`src/rtl/wb_stage.sv`:
```
// -----------------------------------------------------------------------------
// wb_stage: MEM/WB pipeline register and writeback datapath.
//
// Registers the MEM-stage control and results each cycle. The synchronous data
// memory returns its read word in the cycle after the address is captured, so
// the load is aligned and extended combinationally from that live word. While
// the stage is stalled, the first returned word is kept in a hold register so
// that a stalled load keeps its data after the memory moves on.
//
// Ports:
//   clk            clock, all state updates on the rising edge
//   reset          synchronous active-low reset
//   stall          hold stage contents this cycle
//   flush          replace captured instruction with a bubble (beats stall)
//   in_valid       MEM-stage instruction valid
//   in_rd          destination register
//   in_reg_we      instruction writes rd
//   in_wb_sel      00 ALU, 01 load, 10 PC+4, 11 zero
//   in_funct3      load type (LB/LH/LW/LBU/LHU)
//   in_alu_result  ALU result / effective address
//   in_pc_plus4    link value
//   mem_rdata      data memory read word, valid the cycle after capture
//   wb_valid       stage holds a valid instruction
//   wb_rd          register-file write index
//   wb_we          register-file write enable
//   wb_data        register-file write data
//   load_misaligned valid load with misaligned address
//   load_illegal   valid load with unsupported funct3
// -----------------------------------------------------------------------------
module wb_stage #(
    parameter int XLEN       = 32,
    parameter int REG_ADDR_W = 5
) (
    input  logic                  clk,
    input  logic                  reset,
    input  logic                  stall,
    input  logic                  flush,
    input  logic                  in_valid,
    input  logic [REG_ADDR_W-1:0] in_rd,
    input  logic                  in_reg_we,
    input  logic [1:0]            in_wb_sel,
    input  logic [2:0]            in_funct3,
    input  logic [XLEN-1:0]       in_alu_result,
    input  logic [XLEN-1:0]       in_pc_plus4,
    input  logic [XLEN-1:0]       mem_rdata,
    output logic                  wb_valid,
    output logic [REG_ADDR_W-1:0] wb_rd,
    output logic                  wb_we,
    output logic [XLEN-1:0]       wb_data,
    output logic                  load_misaligned,
    output logic                  load_illegal
);

    typedef enum logic [1:0] {
        SEL_ALU  = 2'b00,
        SEL_LOAD = 2'b01,
        SEL_PC4  = 2'b10,
        SEL_ZERO = 2'b11
    } wb_sel_e;

    localparam logic [2:0] F3_LB  = 3'b000;
    localparam logic [2:0] F3_LH  = 3'b001;
    localparam logic [2:0] F3_LW  = 3'b010;
    localparam logic [2:0] F3_LBU = 3'b100;
    localparam logic [2:0] F3_LHU = 3'b101;

    // Stage registers
    logic                  valid_q,  valid_d;
    logic [REG_ADDR_W-1:0] rd_q,     rd_d;
    logic                  reg_we_q, reg_we_d;
    wb_sel_e               wb_sel_q, wb_sel_d;
    logic [2:0]            funct3_q, funct3_d;
    logic [XLEN-1:0]       alu_q,    alu_d;
    logic [XLEN-1:0]       pc4_q,    pc4_d;
    logic [XLEN-1:0]       hold_q,   hold_d;
    logic                  held_q,   held_d;

    // Next-state: flush, then stall, then capture (reset handled in the flop).
    always_comb begin
        // NOTE: every combinational output gets a default first so no path
        // through the if/case tree can leave it unassigned and infer a latch.
        valid_d  = valid_q;
        rd_d     = rd_q;
        reg_we_d = reg_we_q;
        wb_sel_d = wb_sel_q;
        funct3_d = funct3_q;
        alu_d    = alu_q;
        pc4_d    = pc4_q;
        hold_d   = hold_q;
        held_d   = held_q;

        if (flush) begin
            // Remaining fields are irrelevant once valid is cleared.
            valid_d  = 1'b0;
            reg_we_d = 1'b0;
            held_d   = 1'b0;
        end else if (stall) begin
            // Only the first stalled cycle sees this instruction's read word;
            // later cycles may already see the memory's next response.
            if (!held_q) begin
                hold_d = mem_rdata;
                held_d = 1'b1;
            end
        end else begin
            valid_d  = in_valid;
            rd_d     = in_rd;
            reg_we_d = in_reg_we;
            wb_sel_d = wb_sel_e'(in_wb_sel);
            funct3_d = in_funct3;
            alu_d    = in_alu_result;
            pc4_d    = in_pc_plus4;
            held_d   = 1'b0;
        end
    end

    always_ff @(posedge clk) begin
        // NOTE: non-blocking assignments so every flop samples pre-edge values
        // regardless of statement order. The hold register is a plain flop, not
        // a memory, so it is cleared along with the rest of the stage.
        if (!reset) begin
            valid_q  <= 1'b0;
            rd_q     <= '0;
            reg_we_q <= 1'b0;
            wb_sel_q <= SEL_ALU;
            funct3_q <= '0;
            alu_q    <= '0;
            pc4_q    <= '0;
            hold_q   <= '0;
            held_q   <= 1'b0;
        end else begin
            valid_q  <= valid_d;
            rd_q     <= rd_d;
            reg_we_q <= reg_we_d;
            wb_sel_q <= wb_sel_d;
            funct3_q <= funct3_d;
            alu_q    <= alu_d;
            pc4_q    <= pc4_d;
            hold_q   <= hold_d;
            held_q   <= held_d;
        end
    end

    // Load alignment / extension
    logic [XLEN-1:0] load_word;
    logic [1:0]      off;
    logic [7:0]      byte_v;
    logic [15:0]     half_v;
    logic            is_load;
    logic            misaligned;
    logic            illegal;
    logic [XLEN-1:0] load_val;

    assign load_word = held_q ? hold_q : mem_rdata;
    assign off       = alu_q[1:0];
    assign byte_v    = load_word[8*off +: 8];
    assign half_v    = off[1] ? load_word[31:16] : load_word[15:0];
    assign is_load   = valid_q && (wb_sel_q == SEL_LOAD);

    always_comb begin
        misaligned = 1'b0;
        illegal    = 1'b0;
        load_val   = '0;
        case (funct3_q)
            F3_LB:  load_val = {{(XLEN-8){byte_v[7]}}, byte_v};
            F3_LBU: load_val = {{(XLEN-8){1'b0}}, byte_v};
            F3_LH: begin
                load_val   = {{(XLEN-16){half_v[15]}}, half_v};
                misaligned = is_load && off[0];
            end
            F3_LHU: begin
                load_val   = {{(XLEN-16){1'b0}}, half_v};
                misaligned = is_load && off[0];
            end
            F3_LW: begin
                load_val   = load_word;
                misaligned = is_load && (off != 2'b00);
            end
            default: illegal = is_load;
        endcase
        if (misaligned) begin
            load_val = '0;
        end
    end

    // Writeback select
    always_comb begin
        wb_data = '0;
        case (wb_sel_q)
            SEL_ALU:  wb_data = alu_q;
            SEL_LOAD: wb_data = load_val;
            SEL_PC4:  wb_data = pc4_q;
            SEL_ZERO: wb_data = '0;
            default:  wb_data = '0;
        endcase
    end

    assign wb_valid        = valid_q;
    assign wb_rd           = rd_q;
    assign load_misaligned = misaligned;
    assign load_illegal    = illegal;
    assign wb_we           = valid_q && reg_we_q && (rd_q != '0) && !misaligned && !illegal;

endmodule

```
`config.mk`:
```
export PLATFORM = sky130hd
export DESIGN_NAME = wb_stage
export DESIGN_NICKNAME = d
export VERILOG_FILES = /design/src/rtl/wb_stage.sv
export SDC_FILE = /design/constraint.sdc
export NUM_CORES = 1
export LEC_CHECK = 0
export ABC_CLOCK_PERIOD_IN_PS = 1910
export BUFFER_PORTS_ARGS = -buffer_cell sky130_fd_sc_hd__clkbuf_2
export CAP_MARGIN = 20
export CORE_UTILIZATION = 53
export DETAILED_ROUTE_END_ITERATION = 12
export HOLD_SLACK_MARGIN = 0.1
export PLACE_DENSITY_LB_ADDON = 0.15
export SLEW_MARGIN = 20
export SYNTH_ARGS = -nofsm -noshare
export SYNTH_HDL_FRONTEND = slang
export SYNTH_SLANG_ARGS = --single-unit
```
`constraint.sdc`:
```
create_clock -name clk -period 1.91 [get_ports clk]
set_input_delay 0 -clock clk [delete_from_list [all_inputs] [get_ports clk]]
set_output_delay 0 -clock clk [all_outputs]
set_load 0.1 [all_outputs]
```
; Word-level counts from Yosys, hierarchy flattened
; Index checks and enable logic that the tools add are counted.
[totals]
elab_cells = 46
ff_bits = 109
[classes]
eq_ne = 7
shifts = 1
bitwise_logic = 3
mux = 8
n_reduce_logical = 18
[op_table]
columns = cell, count
row1 = $pmux 32 s5, 1
row2 = $pmux 32 s4, 1
row3 = $mux 32, 2
row4 = $shiftx 32x6->8, 1
row5 = $mux 16, 1
row6 = $logic_and 1x1->1, 7
row7 = $eq 3x3->1 const B, 2
row8 = $reduce_bool 5->1, 1
row9 = $reduce_or 5->1, 1
row10 = $eq 2x2->1 const B, 2
row11 = $reduce_and 2->1, 2
row12 = $reduce_or 2->1, 2
row13 = $eq 3x1->1 const B, 1
row14 = $eq 3x2->1 const B, 1
row15 = $logic_not 3->1, 1
row16 = $not 1->1, 3
row17 = $eq 2x1->1 const B, 1
row18 = $logic_not 1->1, 2
row19 = $logic_not 2->1, 1
row20 = $mux 1, 2
row21 = $pmux 1 s2, 1
row22 = $reduce_bool 2->1, 1

; Depth between registers and ports, before layout
; Gate-level depths: netlist of the first run.
[depth]
word_depth = 7
mapped_depth = 7
mapped_depth_nobuf = 4

; Least setup slack after synthesis of the first run
; No wires, ideal clock.
[synth_timing]
kind = register to output
from = register valid_q (netlist: wb_valid)
to = output port wb_we
required_ns = 1.910
path_stages_with_launch = 4
n_path_buf = 0
arrival_time_ns = 3.960
setup_slack_ns = -2.050
cell_sequence = dfxtp_1 nand3b_1 a21oi_1 nor3_1
[synth_between]
elab_chain_cells = 6
[synth_rtl]
columns = element, line
row1 = "start, declared", 68  ; logic valid_q, valid_d;
row2 = "start signal, assigned", 131  ; valid_q <= valid_d;
row3 = $logic_and 1x1->1 *, 157  ; assign is_load = valid_q && (wb_sel_q == SEL_LOAD);
row4 = "$logic_and 1x1->1, on equally long branches", "176, 168, 172"
row5 = $pmux 1 s2 *, 163  ; case (funct3_q)
row6 = via load_misaligned, 50  ; output logic load_misaligned,
row7 = $logic_not 1->1 *, 201  ; assign wb_we = valid_q && reg_we_q && (rd_q != '0) && !misaligned && !illegal;
row8 = $logic_and 1x1->1 * (2 in series), 201
row9 = "end, declared", 48  ; output logic wb_we,
; The timed path passes the listed nets; every way through them passes the cells marked *.

; Worst setup path in the final report of the first run
[layout_timing]
from = register held_q
to = output port wb_data[9]
[layout_between]
elab_chain_cells = 5
[layout_rtl]
columns = element, line
row1 = "start, declared", 76  ; logic held_q, held_d;
row2 = "start signal, assigned", 139  ; held_q <= held_d;
row3 = $mux 32 *, n/a
row4 = $shiftx 32x6->8 or $mux 16 (tied branches), "155, 156"
row5 = $pmux 32 s5 *, 163
row6 = $mux 32 *, 180  ; if (misaligned) begin
row7 = $pmux 32 s4 *, 188  ; case (wb_sel_q)
row8 = "end, declared", 49  ; output logic [XLEN-1:0] wb_data,
; Mark *: on every way between the ends. The rest lies on a longest branch, timed or not.

==> results.sh, run 1 <==
export IMPL_status="finished with violations"
export IMPL_violations="negative setup slack"
export IMPL_holdPathEnd="hold_q[13]"
export IMPL_die_area_mm2=0.01140
export IMPL_wl_per_cell_um=22.61
export IMPL_place_inst=918
export IMPL_grt_overflow_total=0
export IMPL_synth_seq_area_share=0.3751
export IMPL_path_clk_slew_ps=110
export IMPL_ff_latch_area_mm2=0.002212
export IMPL_p_sw_frac=0.3545
export IMPL_fp_row_count=37
export IMPL_p_sw_mw=2.134
export IMPL_timing_final_hold_violations=0
export IMPL_clock_fmax_mhz=418.1
export IMPL_cp_start_kind="flip-flop"
export IMPL_grt_use_total=0.3810
export IMPL_sequentialPowerShare=0.410
export IMPL_crit_required_ps=1910
export IMPL_num_io_pins=153
export IMPL_drc=0
export IMPL_p_per_area_mw_per_mm2=640.9
export IMPL_die_w_um=106.8
export IMPL_path_max_fanout=10
export IMPL_area_growth_pct=61.50
export IMPL_synth_area_leaders="dfxtp_1 (38%), mux2i_1 (14%), nand2_1 (11%)"
export IMPL_synthFlopType="dfxtp_1"
export IMPL_period_minus_slack_ps=2392
export IMPL_synth_distinct_cells=48
export IMPL_initial_core_util=0.5560
export IMPL_reg2regPathDepth=4
export IMPL_grt_pass1_wl_mm=33.26
export IMPL_cts_max_level=3
export IMPL_rr_endpoint="wb_valid"
export IMPL_cts_root_buffer="clkbuf_8"
export IMPL_final_layout_size_suffix_gt1_frac=0.3753
export IMPL_routed_wl_mm=23.77
export IMPL_max_cap_viol_count=0
export IMPL_cts_buffers=9
export IMPL_synth_avg_cell_area_um2=9.146
export IMPL_cts_sinks=109
export IMPL_cp_arrival_ps=2390
export IMPL_min_from="mem_rdata[13]"
export IMPL_place_hpwl_mm=12.77
export IMPL_max_slew_margin=0.5512
export IMPL_grt_max_degree=109
export IMPL_synth_top_cell_area_share=0.3751
export IMPL_r2r_slack_ps=50
export IMPL_ys_warnings_count=0
export IMPL_syn_nets=748
export IMPL_rsz0062_at_grt="true"
export IMPL_insertion_delay_ps=390
export IMPL_stdcell_count=1051
export IMPL_cellLeakagePower_nw=3.760
export IMPL_reg2reg_from="wb_valid"
export IMPL_setup_ws_ps=-481.9
export IMPL_endpoint_kind="output port"
export IMPL_setup_viol_count_final=32
export IMPL_io_buffers=152
export IMPL_p_int_mw=3.886
export IMPL_synth_edf_count=0
export IMPL_min_path_type="in2reg"
export IMPL_cts_tree="done"
export IMPL_p_comb_frac=0.323
export IMPL_fin_skew_ps=6.027
export IMPL_first_pass_iters=5
export IMPL_grt_antenna_before_repair=1
export IMPL_clkPwrFrac=0.267
export IMPL_finalNetCount=1021
export IMPL_design_core_area_mm2=0.01046
export IMPL_gp_congestion=0.9392
export IMPL_max_slew_worst_pin_slew_ps=673.3
export IMPL_grt_pass1_vias=6397
export IMPL_path_class="reg2out"
export IMPL_setup_worst_path_start="held_q"
export IMPL_finalPower_mw=6.021
export IMPL_synth_common_cells="nand2_1 (167), dfxtp_1 (109), mux2i_1 (80)"
export IMPL_period_share=1.252
export IMPL_multi_input_comb_area_mm2=0.003842
export IMPL_fp_dieH_um=106.8
export IMPL_cts_path_max_buffers=2
export IMPL_ant_nets=0
export IMPL_drt_iter0_drc=583
export IMPL_min_path_cells=4
export IMPL_synth_area_leader_cell="dfxtp_1"
export IMPL_async_flop_share=0
export IMPL_ys_ff_latch=109
export IMPL_dp_slack_ps=7.628
export IMPL_dr_total_vias=6410
export IMPL_drv_slew=0
export IMPL_synth_most_common_cell="nand2_1"
export IMPL_num_fill_cells=437
export IMPL_via_per_inst=6.099
export IMPL_irDropWorstVdd_mv=0.4684
export IMPL_syn_area_mm2=0.005817
export IMPL_synthCells=636
[what timing repair did]
item / CTS / global route
setup buffers: 17 / 4
gates resized for setup: 46 / 21
gates cloned: 1 / 0
setup endpoints to repair: 34 / 34
hold buffers: 94 / 0
endpoints found under the hold margin: 90 / 0
pin swaps: 12 / 5
[worst max-delay path: stages (launching register included)]
cell      delay [ps]
dfxtp_4          450
buf_12           170
mux2i_1          350
buf_4            210
nor3b_1           70
o211ai_1         330
o221ai_2         200
buf_12           200
[layer usage]
metal  up-vias  global-route usage  share of wire
li1       2814                   -              -
met1      3005              0.4147           0.36
met2       454              0.6682           0.49
met3       137              0.1125          0.090
met4         0              0.1957          0.065
met5         -                   0              0
[worst max path at each step]
stage	cells past startpoint	end
floorplan	7	wb_data[26]
global placement	6	wb_data[14]
detailed placement	6	wb_data[14]
CTS	6	wb_data[14]
global route	7	wb_data[9]
finish	7	wb_data[9]
[flip-flops by register name, summed over array words and instances (netlist names)]
| name | count |
|---|---|
| funct3_q | 3 |
| pc4_q | 32 |
| hold_q | 32 |
| reg_we_q | 1 |
| wb_valid | 1 |
| wb_rd | 5 |
| wb_sel_q | 2 |
| alu_q | 32 |
| held_q | 1 |
[cell type report]
class | count | area share
Clock buffer | 10 | 0.01465
Tap cell | 136 | 0.01811
Timing Repair Buffer | 319 | 0.3118
Sequential cell | 109 | 0.2355
Clock inverter | 6 | 0.009723
Multi-Input combinational cell | 468 | 0.4090
Antenna cell | 1 | 0.0002664
Inverter | 2 | 0.0009323
[placed cells by master (no fill, tap or decap), types with 2 or more instances in the layout]
cell	synthesis	routed
o221ai_4	1	11
mux4_2	4	4
dfxtp_1	109	101
o211ai_1	8	8
a21boi_0	74	74
o211a_1	18	18
or2_2	2	2
nor2_4	0	2
mux2_2	6	3
nor3b_2	0	3
clkinv_8	0	2
nand4b_1	2	2
o21a_1	5	5
clkbuf_8	0	10
dfxtp_4	0	8
o221ai_2	12	23
a22oi_2	0	6
buf_12	0	43
nor2b_1	18	17
dlygate4sd3_1	0	94
nor3_4	0	2
nor3b_1	8	5
mux2i_4	0	6
nand2b_1	3	3
nor2_1	7	5
mux2i_2	0	11
mux2i_1	80	63
clkbuf_2	1	117
nand2_1	167	167
buf_6	7	7
mux2_4	0	3
buf_4	2	56
[cells by family after synthesis]
family,share of synthesized area
compound gates,0.2362
simple gates,0.1734
flops,0.3751
mux,0.1648
buf+inv,0.05054
[power groups by stage]
stage / combinational (mW) / clock [mW] / sequential [mW]
after floorplan: 0.986 / 0 / 2.52
after global placement: 1.58 / 0 / 2.50
after detailed placement: 1.61 / 0 / 2.51
after global routing: 2.01 / 1.70 / 2.48
after CTS: 1.83 / 1.59 / 2.46
final: 1.94 / 1.61 / 2.47
[metrics by stage]
step	hold slack (ps)	utilization	instance area, um^2	setup TNS [ps]
2_1_floorplan	142.7	-	6103	-8862
3_3_place_gp	232.3	0.7414	7757	0
3_5_place_dp	241.2	0.7414	7757	0
4_1_cts	101.7	0.8847	9256	-7863
5_1_grt	130.3	0.8979	9394	-11820
6_report	121.5	0.8979	9394	-10250
Note: power is estimated with default switching activity, not from simulation.
==> run 2: changes to the inputs <==
--- a/config.mk
+++ b/config.mk
@@ -6,7 +6,7 @@
 export NUM_CORES = 1
 export LEC_CHECK = 0
 export ABC_CLOCK_PERIOD_IN_PS = 1910
-export BUFFER_PORTS_ARGS = -buffer_cell sky130_fd_sc_hd__clkbuf_2
+export BUFFER_PORTS_ARGS = -buffer_cell sky130_fd_sc_hd__buf_2
 export CAP_MARGIN = 20
 export CORE_UTILIZATION = 53
 export DETAILED_ROUTE_END_ITERATION = 12
==> run 2 against run 1 <==
The flow still finishes with violations (negative setup slack). Global-route usage fell by 0.30 points. Non-clock buffer count increased by 8. Register-to-register slack hardly changed. Cell area increased by 2.5%. Fmax is 5.1% higher. Cell count grew 0.57%. Worst setup slack improved by 120 ps. Via count is 0.66% lower. First-iteration DRC count fell by 16%. Worst hold slack got worse by 2.4 ps. Clock skew rose by 4.7 ps. Largest cell class unchanged.
==> results.sh, run 2 (synthesized netlist as in run 1, its figures left out) <==
export IMPL_status="finished with violations"
export IMPL_violations="negative setup slack"
export IMPL_num_fill_cells=395
export IMPL_drt_iter0_drc=489
export IMPL_min_path_type="in2reg"
export IMPL_cp_num_cells=6
export IMPL_die_area_mm2=0.01140
export IMPL_io_buffers=152
export IMPL_fp_row_count=37
export IMPL_min_path_cells=3
export IMPL_period_minus_slack_ps=2275
export IMPL_cpMostUsedCell="buf_12"
export IMPL_reg2regPathDepth=4
export IMPL_cpLargestDelayFamily="multiplexers"
export IMPL_final_cell_mix="nand2_1 (167), buf_2 (117), dfxtp_1 (100)"
export IMPL_cts_max_level=3
export IMPL_cts_root_buffer="clkbuf_8"
export IMPL_crit_required_ps=1910
export IMPL_cts_sinks=109
export IMPL_period_share=1.191
export IMPL_clock_fmax_mhz=439.6
export IMPL_timing_final_hold_violations=0
export IMPL_p_per_area_mw_per_mm2=629.0
export IMPL_grt_max_degree=109
export IMPL_irDropWorstVdd_mv=0.5871
export IMPL_max_cap_viol_count=0
export IMPL_reg_top3="alu_q (32), hold_q (32), pc4_q (32)"
export IMPL_grt_pass1_wl_mm=32.86
export IMPL_grt_pass1_vias=6449
export IMPL_max_slew_margin=0.4805
export IMPL_final_layout_size_suffix_gt1_frac=0.3920
export IMPL_drc=0
export IMPL_critical_path_cell_chain="buf_12, mux2i_4, mux4_2, or2_1, o221ai_2, buf_12"
export IMPL_area_growth_pct=65.45
export IMPL_finish_instance_area_mm2=0.009624
export IMPL_cts_tree="done"
export IMPL_cts_buffers=9
export IMPL_setup_ws_ps=-364.9
export IMPL_fp_dieH_um=106.8
export IMPL_ant_nets=0
export IMPL_insertion_delay_ps=400
export IMPL_max_slew_worst_pin_slew_ps=779.2
export IMPL_rsz0062_at_grt="true"
export IMPL_endpoint_kind="output port"
export IMPL_place_hpwl_mm=12.70
export IMPL_fin_skew_ps=10.73
export IMPL_path_clk_slew_ps=120
export IMPL_layout_commonest_cell="nand2_1"
export IMPL_path_max_fanout=7
export IMPL_grt_use_total=0.3781
export IMPL_grt_antenna_before_repair=0
export IMPL_cp_arrival_ps=2270
export IMPL_crit_slowest_cell="mux4_2"
export IMPL_initial_core_util=0.5560
export IMPL_via_per_inst=6.025
export IMPL_cellLeakagePower_nw=3.787
export IMPL_wl_per_cell_um=21.89
export IMPL_die_w_um=106.8
export IMPL_finalNetCount=1029
export IMPL_grt_overflow_total=0
export IMPL_place_area_mm2=0.007770
export IMPL_cp_start_kind="flip-flop"
export IMPL_cts_path_max_buffers=2
export IMPL_gp_congestion=0.8864
export IMPL_setup_viol_count_final=32
export IMPL_dr_total_vias=6368
export IMPL_cpPeakStageDelay_ps=480
export IMPL_num_io_pins=153
export IMPL_drv_slew=0
export IMPL_first_pass_iters=7
export IMPL_crit_buf_inv=2
export IMPL_path_class="reg2out"
export IMPL_design_core_area_mm2=0.01046
export IMPL_diodes=0
export IMPL_setup_tns_ps=-8713
export IMPL_routed_wl_mm=23.14
==> run 2: worst min-delay path, delay by kind of cell <==
| kind | cells | cell delay [ps] |
|---|---|---|
| AOI/OAI and AO/OA | 1 | 160 |
| buffers and inverters | 2 | 310 |
==> run 2: final timing paths <==
| check | startpoint | end | slack, ps |
|---|---|---|---|
| max | held_q | wb_data[6] | -360 |
| min | reset | pc4_q[15] | 120 |
| max reg2reg | wb_valid | wb_valid | 50 |
| min reg2reg | alu_q[21] | alu_q[21] | 470 |
==> run 2: per-stage QoR <==
step                        util  instances  worst slack (ps)  power, mW  hold WS, ps
final                     0.9199       1057            -364.9      6.053        119.1
after global routing      0.9199       1057            -398.7      6.209        156.4
after CTS                 0.9022       1049            -290.9      5.888        121.5
after detailed placement  0.7426        920            -127.0      4.122        253.7
after global placement    0.7426        920             9.252      4.094        237.4
after floorplan                -        636            -401.3      3.507        142.7
==> run 2: repair_timing <==
item | in CTS | in global routing
cloned | 1 | 0
pin swaps | 15 | 13
buffers inserted | 19 | 9
hold endpoints to repair | 90 | 0
hold buffers | 94 | 0
setup endpoints to repair | 34 | 34
resized for setup | 71 | 24
==> run 2: layout make-up <==
| type | count | area [um^2] | share of cell area |
|---|---|---|---|
| Sequential cell | 109 | 2206 | 0.2292 |
| Timing Repair Buffer | 327 | 3010 | 0.3128 |
| Clock buffer | 10 | 148.9 | 0.01547 |
| Inverter | 2 | 8.758 | 0.0009100 |
| Tap cell | 136 | 170.2 | 0.01768 |
| Multi-Input combinational cell | 468 | 4016 | 0.4173 |
| Clock inverter | 5 | 63.81 | 0.006630 |
==> run 2: routing by layer <==
layer,wire [um],up-vias,GRT usage
met5,0,-,0
met4,1141,0,0.2074
met3,1738,96,0.07173
met2,11970,379,0.6871
met1,8288,3072,0.4114
li1,-,2821,-
==> run 2: report_power, final <==
group | leakage (nW) | switching, mW | internal [mW] | total [mW]
clock network | 0.110 | 0.886 | 0.695 | 1.58
registers | 0.898 | 0.0928 | 2.38 | 2.48
logic | 2.78 | 1.13 | 0.868 | 2.00
total | 3.79 | 2.11 | 3.95 | 6.05
